--- src/rtl/sa_cache_mem_arbiter.sv ---
// Two-requester round-robin arbiter sharing one backing-memory port between
// cache controllers. A grant is held for the owner's whole miss sequence
// (write-back then allocate) and only drops when the owner lowers valid.
// Also provides saturating grant counters and a sticky stall watchdog.

// Per-requester saturating grant counter.
module sa_arb_grant_cnt #(
  parameter int CNT_W = 16
) (
  input  logic             clk,
  input  logic             rst,
  input  logic             inc_i,
  output logic [CNT_W-1:0] cnt_o
);
  logic [CNT_W-1:0] cnt_q, cnt_d;

  // Increment on grant, stick at all-ones.
  always_comb begin
    cnt_d = cnt_q;
    if (inc_i && (cnt_q != '1)) cnt_d = cnt_q + 1'b1;
  end

  // Counter register.
  always_ff @(posedge clk or negedge rst) begin
    if (!rst) cnt_q <= '0;
    else      cnt_q <= cnt_d;
  end

  assign cnt_o = cnt_q;
endmodule

module sa_cache_mem_arbiter #(
  parameter int ADDR_W         = 20,
  parameter int DATA_W         = 128,
  parameter int CNT_W          = 16,
  parameter int TIMEOUT_CYCLES = 1024
) (
  input  logic              clk,
  input  logic              rst,
  input  logic              req0_valid,
  input  logic              req0_rw,
  input  logic [ADDR_W-1:0] req0_addr,
  input  logic [DATA_W-1:0] req0_data,
  output logic              req0_ready,
  input  logic              req1_valid,
  input  logic              req1_rw,
  input  logic [ADDR_W-1:0] req1_addr,
  input  logic [DATA_W-1:0] req1_data,
  output logic              req1_ready,
  output logic              mem_valid,
  output logic              mem_rw,
  output logic [ADDR_W-1:0] mem_addr,
  output logic [DATA_W-1:0] mem_data,
  input  logic              mem_ready,
  input  logic [DATA_W-1:0] mem_rdata,
  output logic [DATA_W-1:0] rsp_data,
  output logic              busy,
  output logic              owner,
  output logic [CNT_W-1:0]  grant_cnt0,
  output logic [CNT_W-1:0]  grant_cnt1,
  output logic              timeout_err
);
  localparam int NUM_REQ = 2;
  // Stall counter only needs to reach TIMEOUT_CYCLES; keep at least one bit.
  localparam int SW = (TIMEOUT_CYCLES > 1) ? $clog2(TIMEOUT_CYCLES + 1) : 1;
  localparam logic [SW-1:0] TO_MAX = SW'(TIMEOUT_CYCLES);
  localparam bit WD_EN = (TIMEOUT_CYCLES != 0);

  typedef enum logic {IDLE = 1'b0, BUSY = 1'b1} state_e;

  state_e state_q, state_d;
  logic   owner_q, owner_d;
  logic   rr_q, rr_d;
  logic [SW-1:0] stall_q, stall_d;
  logic   terr_q, terr_d;

  // Requester inputs gathered into packed arrays so the owner can index them.
  logic [NUM_REQ-1:0]             req_v, req_rw, req_rdy, gnt_inc;
  logic [NUM_REQ-1:0][ADDR_W-1:0] req_addr;
  logic [NUM_REQ-1:0][DATA_W-1:0] req_data;
  logic [NUM_REQ-1:0][CNT_W-1:0]  gcnt;

  assign req_v    = {req1_valid, req0_valid};
  assign req_rw   = {req1_rw,    req0_rw};
  assign req_addr = {req1_addr,  req0_addr};
  assign req_data = {req1_data,  req0_data};

  logic is_busy, own_v, gnt_id, any_req;
  assign is_busy = (state_q == BUSY);
  assign own_v   = req_v[owner_q];
  assign any_req = |req_v;
  // Contention goes to the round-robin pointer, otherwise to whoever asks.
  assign gnt_id  = (&req_v) ? rr_q : req_v[1];

  // Next-state: grant from IDLE, release when the owner drops valid.
  always_comb begin
    state_d = state_q;
    owner_d = owner_q;
    rr_d    = rr_q;
    gnt_inc = '0;
    unique case (state_q)
      IDLE: begin
        if (any_req) begin
          state_d          = BUSY;
          owner_d          = gnt_id;
          gnt_inc[gnt_id]  = 1'b1;
        end
      end
      BUSY: begin
        if (!own_v) begin
          state_d = IDLE;
          rr_d    = ~owner_q;
        end
      end
      default: state_d = IDLE;
    endcase
  end

  // Watchdog: count owner stalls, clear on progress or on release.
  always_comb begin
    stall_d = '0;
    terr_d  = terr_q;
    if (is_busy && own_v && !mem_ready) begin
      stall_d = (stall_q == TO_MAX) ? stall_q : stall_q + 1'b1;
      if (WD_EN && (stall_d == TO_MAX)) terr_d = 1'b1;
    end
  end

  // State, ownership, pointer and watchdog registers.
  always_ff @(posedge clk or negedge rst) begin
    if (!rst) begin
      state_q <= IDLE;
      owner_q <= 1'b0;
      rr_q    <= 1'b0;
      stall_q <= '0;
      terr_q  <= 1'b0;
    end else begin
      state_q <= state_d;
      owner_q <= owner_d;
      rr_q    <= rr_d;
      stall_q <= stall_d;
      terr_q  <= terr_d;
    end
  end

  // Per-requester grant counter and ready routing.
  genvar g;
  generate
    for (g = 0; g < NUM_REQ; g++) begin : g_req
      sa_arb_grant_cnt #(.CNT_W(CNT_W)) u_cnt (
        .clk   (clk),
        .rst   (rst),
        .inc_i (gnt_inc[g]),
        .cnt_o (gcnt[g])
      );
      assign req_rdy[g] = is_busy && (owner_q == 1'(g)) && mem_ready;
    end
  endgenerate

  // Memory port mirrors the owner while busy, quiet otherwise.
  assign mem_valid   = is_busy & own_v;
  assign mem_rw      = is_busy & req_rw[owner_q];
  assign mem_addr    = is_busy ? req_addr[owner_q] : '0;
  assign mem_data    = is_busy ? req_data[owner_q] : '0;

  assign req0_ready  = req_rdy[0];
  assign req1_ready  = req_rdy[1];
  assign rsp_data    = mem_rdata;
  assign busy        = is_busy;
  assign owner       = owner_q;
  assign grant_cnt0  = gcnt[0];
  assign grant_cnt1  = gcnt[1];
  assign timeout_err = terr_q;
endmodule

--- config.mk ---
export PLATFORM = sky130hd
export DESIGN_NAME = sa_cache_mem_arbiter
export DESIGN_NICKNAME = d
export VERILOG_FILES = /design/src/rtl/sa_cache_mem_arbiter.sv
export SDC_FILE = /design/constraint.sdc
export NUM_CORES = 1
export LEC_CHECK = 0
export ABC_AREA = 1
export CORE_AREA = 2 2 288 290
export CTS_BUF_LIST = sky130_fd_sc_hd__clkbuf_2
export DETAILED_ROUTE_END_ITERATION = 6
export DIE_AREA = 0 0 290 292
export DONT_BUFFER_PORTS = 1
export GPL_ROUTABILITY_DRIVEN = 1
export PLACE_DENSITY = 0.3
export SLEW_MARGIN = 20
export SYNTH_ARGS = -nofsm -noshare
export SYNTH_HDL_FRONTEND = slang
export SYNTH_SLANG_ARGS = --single-unit
export TNS_END_PERCENT = 20
--- constraint.sdc ---
create_clock -name clk -period 3.08 [get_ports clk]
set_input_delay 0.616 -clock clk [delete_from_list [all_inputs] [get_ports clk]]
set_output_delay 0.616 -clock clk [all_outputs]
set_load 0.01 [all_outputs]
Word-level counts from Yosys, hierarchy flattened
Cells that the tools add are included.
- flip-flop bits (word level): 47
- latch bits: 0
- RAM bits: 0
- bits in read-only memories: 0
- input bits: 431
- output and inout bits: 315
- word-level logic and storage cells: 57
- memories kept: 0
- add/sub/neg operators: 3
- multiply operators: 0
- div/mod/pow operators: 0
- order comparisons: 3
- equal/unequal tests: 4
- shift operators: 0
- mux-type cells: 20
- bitwise gates (word level): 5
- reduce and logical (&&, ||, !) cells: 15
- operators by type and width (operator ; number):
    2-to-1 mux 128 bit ; 3
    2-to-1 mux 20 bit ; 3
    adder 16 x 1 -> 16 bit (second input constant) ; 2
    inequality test 16 bit (second input constant) ; 2
    equality test 11 bit (second input constant) ; 2
    2-to-1 mux 11 bit ; 2
    adder 11 x 1 -> 11 bit (second input constant) ; 1
    logical AND 1 bit ; 9
    2-to-1 mux 1 bit ; 8
    AND reduction 2 bit ; 4
    less-than comparator 1 x 2 -> 1 bit (second input constant) ; 2
    2-to-1 mux 2 bit ; 2
    inverter 1 bit ; 3
    AND 1 bit ; 2
    one-hot mux 1 bit (2 select lines) ; 1
    OR reduction 2 bit ; 1
    demux 1 bit (select 1 bit) ; 1
    >= comparator 1 bit (second input constant) ; 1
    zero test 1 bit ; 1

Logic depth before layout (Yosys ltp)
- word-level depth: 9
- mapped depth: 11
- depth with buffers taken out: 11

Cells and area by module
A second synthesis with hierarchy kept.
- cell total of the unflattened synthesis: 1047
- area total of the unflattened synthesis: 6647.6 um2
- modules (own cells, without submodules) (module ; times used ; cells an instance ; area an instance (um2) ; seq. area each (um2)):
    sa_cache_mem_arbiter ; 1 ; 749 ; 4530.6 ; 375.4
    sa_arb_grant_cnt ; 2 ; 149 ; 1058.5 ; 400.4

Worst setup path before layout
No wires, ideal clock.
- path kind: reg-to-output
- from: register owner_q (netlist: owner)
- to: output mem_data[100]
- data arrival time: 1283 ps
- required time: 2464 ps
- slack: 1181 ps
- stages on the path, launching flop included: 7
- buffers on the path: 3
- path through: dfrtp_1 > buf_4 > inv_2 > buf_2 > buf_2 > nand2_1 > a21oi_1
- cells in the longest elaborated chain, start to end: 3
- RTL lines (what ; RTL line ; RTL):
    start, declared ; 72 ; logic owner_q, owner_d;
    start signal, assigned ; 139 ; owner_q <= owner_d;
    2-to-1 mux 128 bit (implied by the code) (2 in series) ; 164 ; assign mem_data = is_busy ? req_data[owner_q] : '0;
    2-to-1 mux 128 bit ; 164 ;
    end, declared ; 53 ; output logic [DATA_W-1:0] mem_data,
No other way between the ends. The select of a mux whose other input is x is not followed.

Worst setup path after layout
- from: register owner_q (netlist: owner)
- to: output mem_data[65]
Same word-level chain as after synthesis.

==> results_dict.tcl <==
set metrics [dict create \
    status "complete, no violations" \
    synth_flop_cell "dfrtp_1" \
    crit_fanout 74 \
    critPathKind "flop to primary output" \
    yosys.cell_types.count 30 \
    dp_cells 1857 \
    cts.path.max_buffers 2 \
    fmax_mhz 365 \
    max_slew_margin_pct 61.9 \
    grt_pass1_wl_um 39400 \
    row_count 105 \
    worstSkewPairLatency_ps 470 \
    cts.clk_slew.worst_paths_ps 250 \
    synth.top_cell.area_share_pct 25.3 \
    power.switching_mw 2.87 \
    drt_drc_violations_left 0 \
    slowest_delay_ps 580 \
    post-place-ws_ps 525 \
    vias_per_cell 3.03 \
    initial_core_util_pct 6.90 \
    portBuffers 0 \
    worstPathArrival_ps 2120 \
    nets 1231 \
    p_clk_share_pct 6.2 \
    report.final.hold_viol_count 0 \
    worstMarginPinSlew_ps 573 \
    vdd_ir_drop_max_v 0.000305 \
    place_area_um2 5990 \
    grt_max_degree 81 \
    antenna_found_initial 8 \
    synth_cells 951 \
    rr_worst_depth 7 \
    totalWireLength_um 30400 \
    ys_warn_count 0 \
    synthArstFlopShare_pct 100 \
    max-cap-violations 0 \
    synth-edff-count 0 \
    cp.required_ps 2460 \
    critPathLaunchType "flop" \
    die_w_um 290 \
    ant_nets 0 \
    wl_per_cell_um 16.3 \
    tritoncts "yes" \
    h-tree-depth 2 \
    grt_pass1_vias 5183 \
    io-pin-count 746 \
    leakagePower_nw 2.28 \
    final_max_slew_viol_count 0 \
    synth_area_leaders "nand2_1 25%, dfrtp_1 21%, buf_4 17%, a21oi_1 14%, xor2_1 3.3%" \
    syn2layout_area_growth_pct 7.93 \
    p_seq_share_pct 22.2 \
    ctsResizeCount 0 \
    netlist_area_um2 5630 \
    first_iter_violations 389 \
    power_frac_comb_pct 71.6 \
    post-cts-setup-buffers 0 \
    ys_seq_area_share_pct 20.9 \
    layout_min_cycle_time_ps 2740 \
    rsz0062_at_grt "no" \
    dr.pass1.iters 6 \
    synth-seq-cells 47 \
    core-area_um2 81600 \
    min_path_cells 2 \
    layout_setup_ws_ps 342 \
    fin_cells 1872 \
    vias 5678 \
    hold_path_class "primary input to flop" \
    sw_frac_of_total_pct 64.1 \
    clock_skew_ps 14.8 \
    setup_violations 0 \
    gp_congestion 0.771 \
    cts-buffers-inserted 5 \
    tns_ps 0 \
    power-per-cell-area_nw_per_um2 736 \
    power.internal_mw 1.61 \
    syn-num-nets 1386 \
    final_layout_size_suffix_gt1_share_pct 5.78 \
    period_share_pct 88.9 \
    final_util_pct 7.45 \
    dpl.hpwl_um 25800 \
    die_area_um2 84700 \
    cts_root_buf "clkbuf_2" \
    grt_usage_pct 6.53 \
    die_y_um 292 \
    slowest_stage "dfrtp_4" \
    cts.sinks 47 \
    worstPathCellList "inv_4, buf_12, nand2_1, a21oi_1, buf_4" \
    grt_overflow 0 \
    end_kind "primary output" \
    syn_avg_cell_area_um2 5.92 \
    synth_area_leader_cell "nand2_1" \
    final_area_um2 6080 \
]
==> state kept, by name, indices dropped and copies added (netlist names) <==
register / flops
timeout_err: 1
owner: 1
stall_q: 11
rr_q: 1
g_req.u_cnt.cnt_o: 32
busy: 1
==> final timing paths <==
check,slack (ps),from,end
max reg2reg,610,busy$_DFF_PN0_,g_req[0].u_cnt.cnt_o[2]$_DFFE_PN0P_
min reg2reg,560,rr_q$_DFFE_PN0P_,rr_q$_DFFE_PN0P_
min in group asynchronous,610,rst,g_req[1].u_cnt.cnt_o[0]$_DFFE_PN0P_
max in group asynchronous,2230,rst,owner$_DFFE_PN0P_
min,330,req1_valid,busy$_DFF_PN0_
max,340,owner$_DFFE_PN0P_,mem_data[65]
==> metal layers <==
layer	vias up	track usage (%)	wire length [µm]
met4	2	3.94	1680
met5	-	0	13
li1	2565	-	-
met1	2506	5.68	9240
met3	81	4.06	4650
met2	524	11.4	14900
==> critical path, delay by kind of cell (launching register included) <==
kind | cells | cell delay (ps)
flops | 1 | 580
simple gates | 1 | 120
compound gates | 1 | 320
buf+inv | 3 | 500
==> per-stage QoR <==
| step | power [mW] | hold WS [ps] |
|---|---|---|
| after global routing | 4.84 | 249 |
| after global placement | 4.20 | 322 |
| after CTS | 4.55 | 259 |
| after floorplan | 3.48 | 320 |
| after detailed placement | 4.23 | 321 |
| final | 4.47 | 327 |
==> cell usage after synthesis (5+ instances only) <==
master    count
nand2_1     379
a21oi_1     152
buf_4       130
dfrtp_1      47
nor2_1       47
clkbuf_1     36
inv_1        36
xor2_1       21
nand3_1      18
buf_2        12
nor3_1       12
xnor2_1       9
o21ai_0       7
o21ai_1       6
inv_2         5
nand4_1       5
==> logic make-up (layout without fill, tap and decap cells) <==
logic type                 after synthesis  after routing  share of synthesized area, %
adders and majority gates                4              4                         0.889
other                                    0              6                             0
and+or+nand+nor                        480            480                          34.5
DFF                                     47             47                          20.9
buffers and inverters                  222             67                          23.9
AOI/OAI and AO/OA                      167            167                          15.0
xor gates and xnor gates                31             31                          4.95
==> cell usage in the layout (no fill, tap or decap), types with 6 or more instances in the layout <==
cell type  instances
nand3_1           18
a21oi_1          152
buf_4             11
buf_12             6
o21ai_0            7
nor3_1            12
nor2_1            47
xnor2_1            9
xor2_1            21
inv_1             36
dfrtp_1           46
diode_2            6
nand2_1          379
o21ai_1            6
==> power by group through the flow <==
| stage | clock, mW | combinational (mW) | sequential, mW |
|---|---|---|---|
| floorplan | 0 | 2.56 | 0.926 |
| global placement | 0 | 3.18 | 1.02 |
| detailed placement | 0 | 3.21 | 1.03 |
| CTS | 0.299 | 3.24 | 1.01 |
| global route | 0.331 | 3.48 | 1.03 |
| finish | 0.276 | 3.21 | 0.993 |
==> repair_timing <==
item,in CTS,in global routing
endpoints found under the setup margin,0,0
endpoints found under the hold margin,47,0
hold buffers,2,0
==> area by class of cell <==
| cell class | count | area (µm²) |
|---|---|---|
| clock buffers | 5 | 25.0 |
| clock inverters | 2 | 8.76 |
| fillers | 9625 | 75500 |
| repair buffers | 19 | 240 |
| flip-flops and latches | 47 | 1180 |
| diodes | 6 | 15.0 |
| well taps | 1070 | 1340 |
| inverters | 41 | 159 |
| multi-input cells | 682 | 3110 |
(Power assumes the default switching activity.)
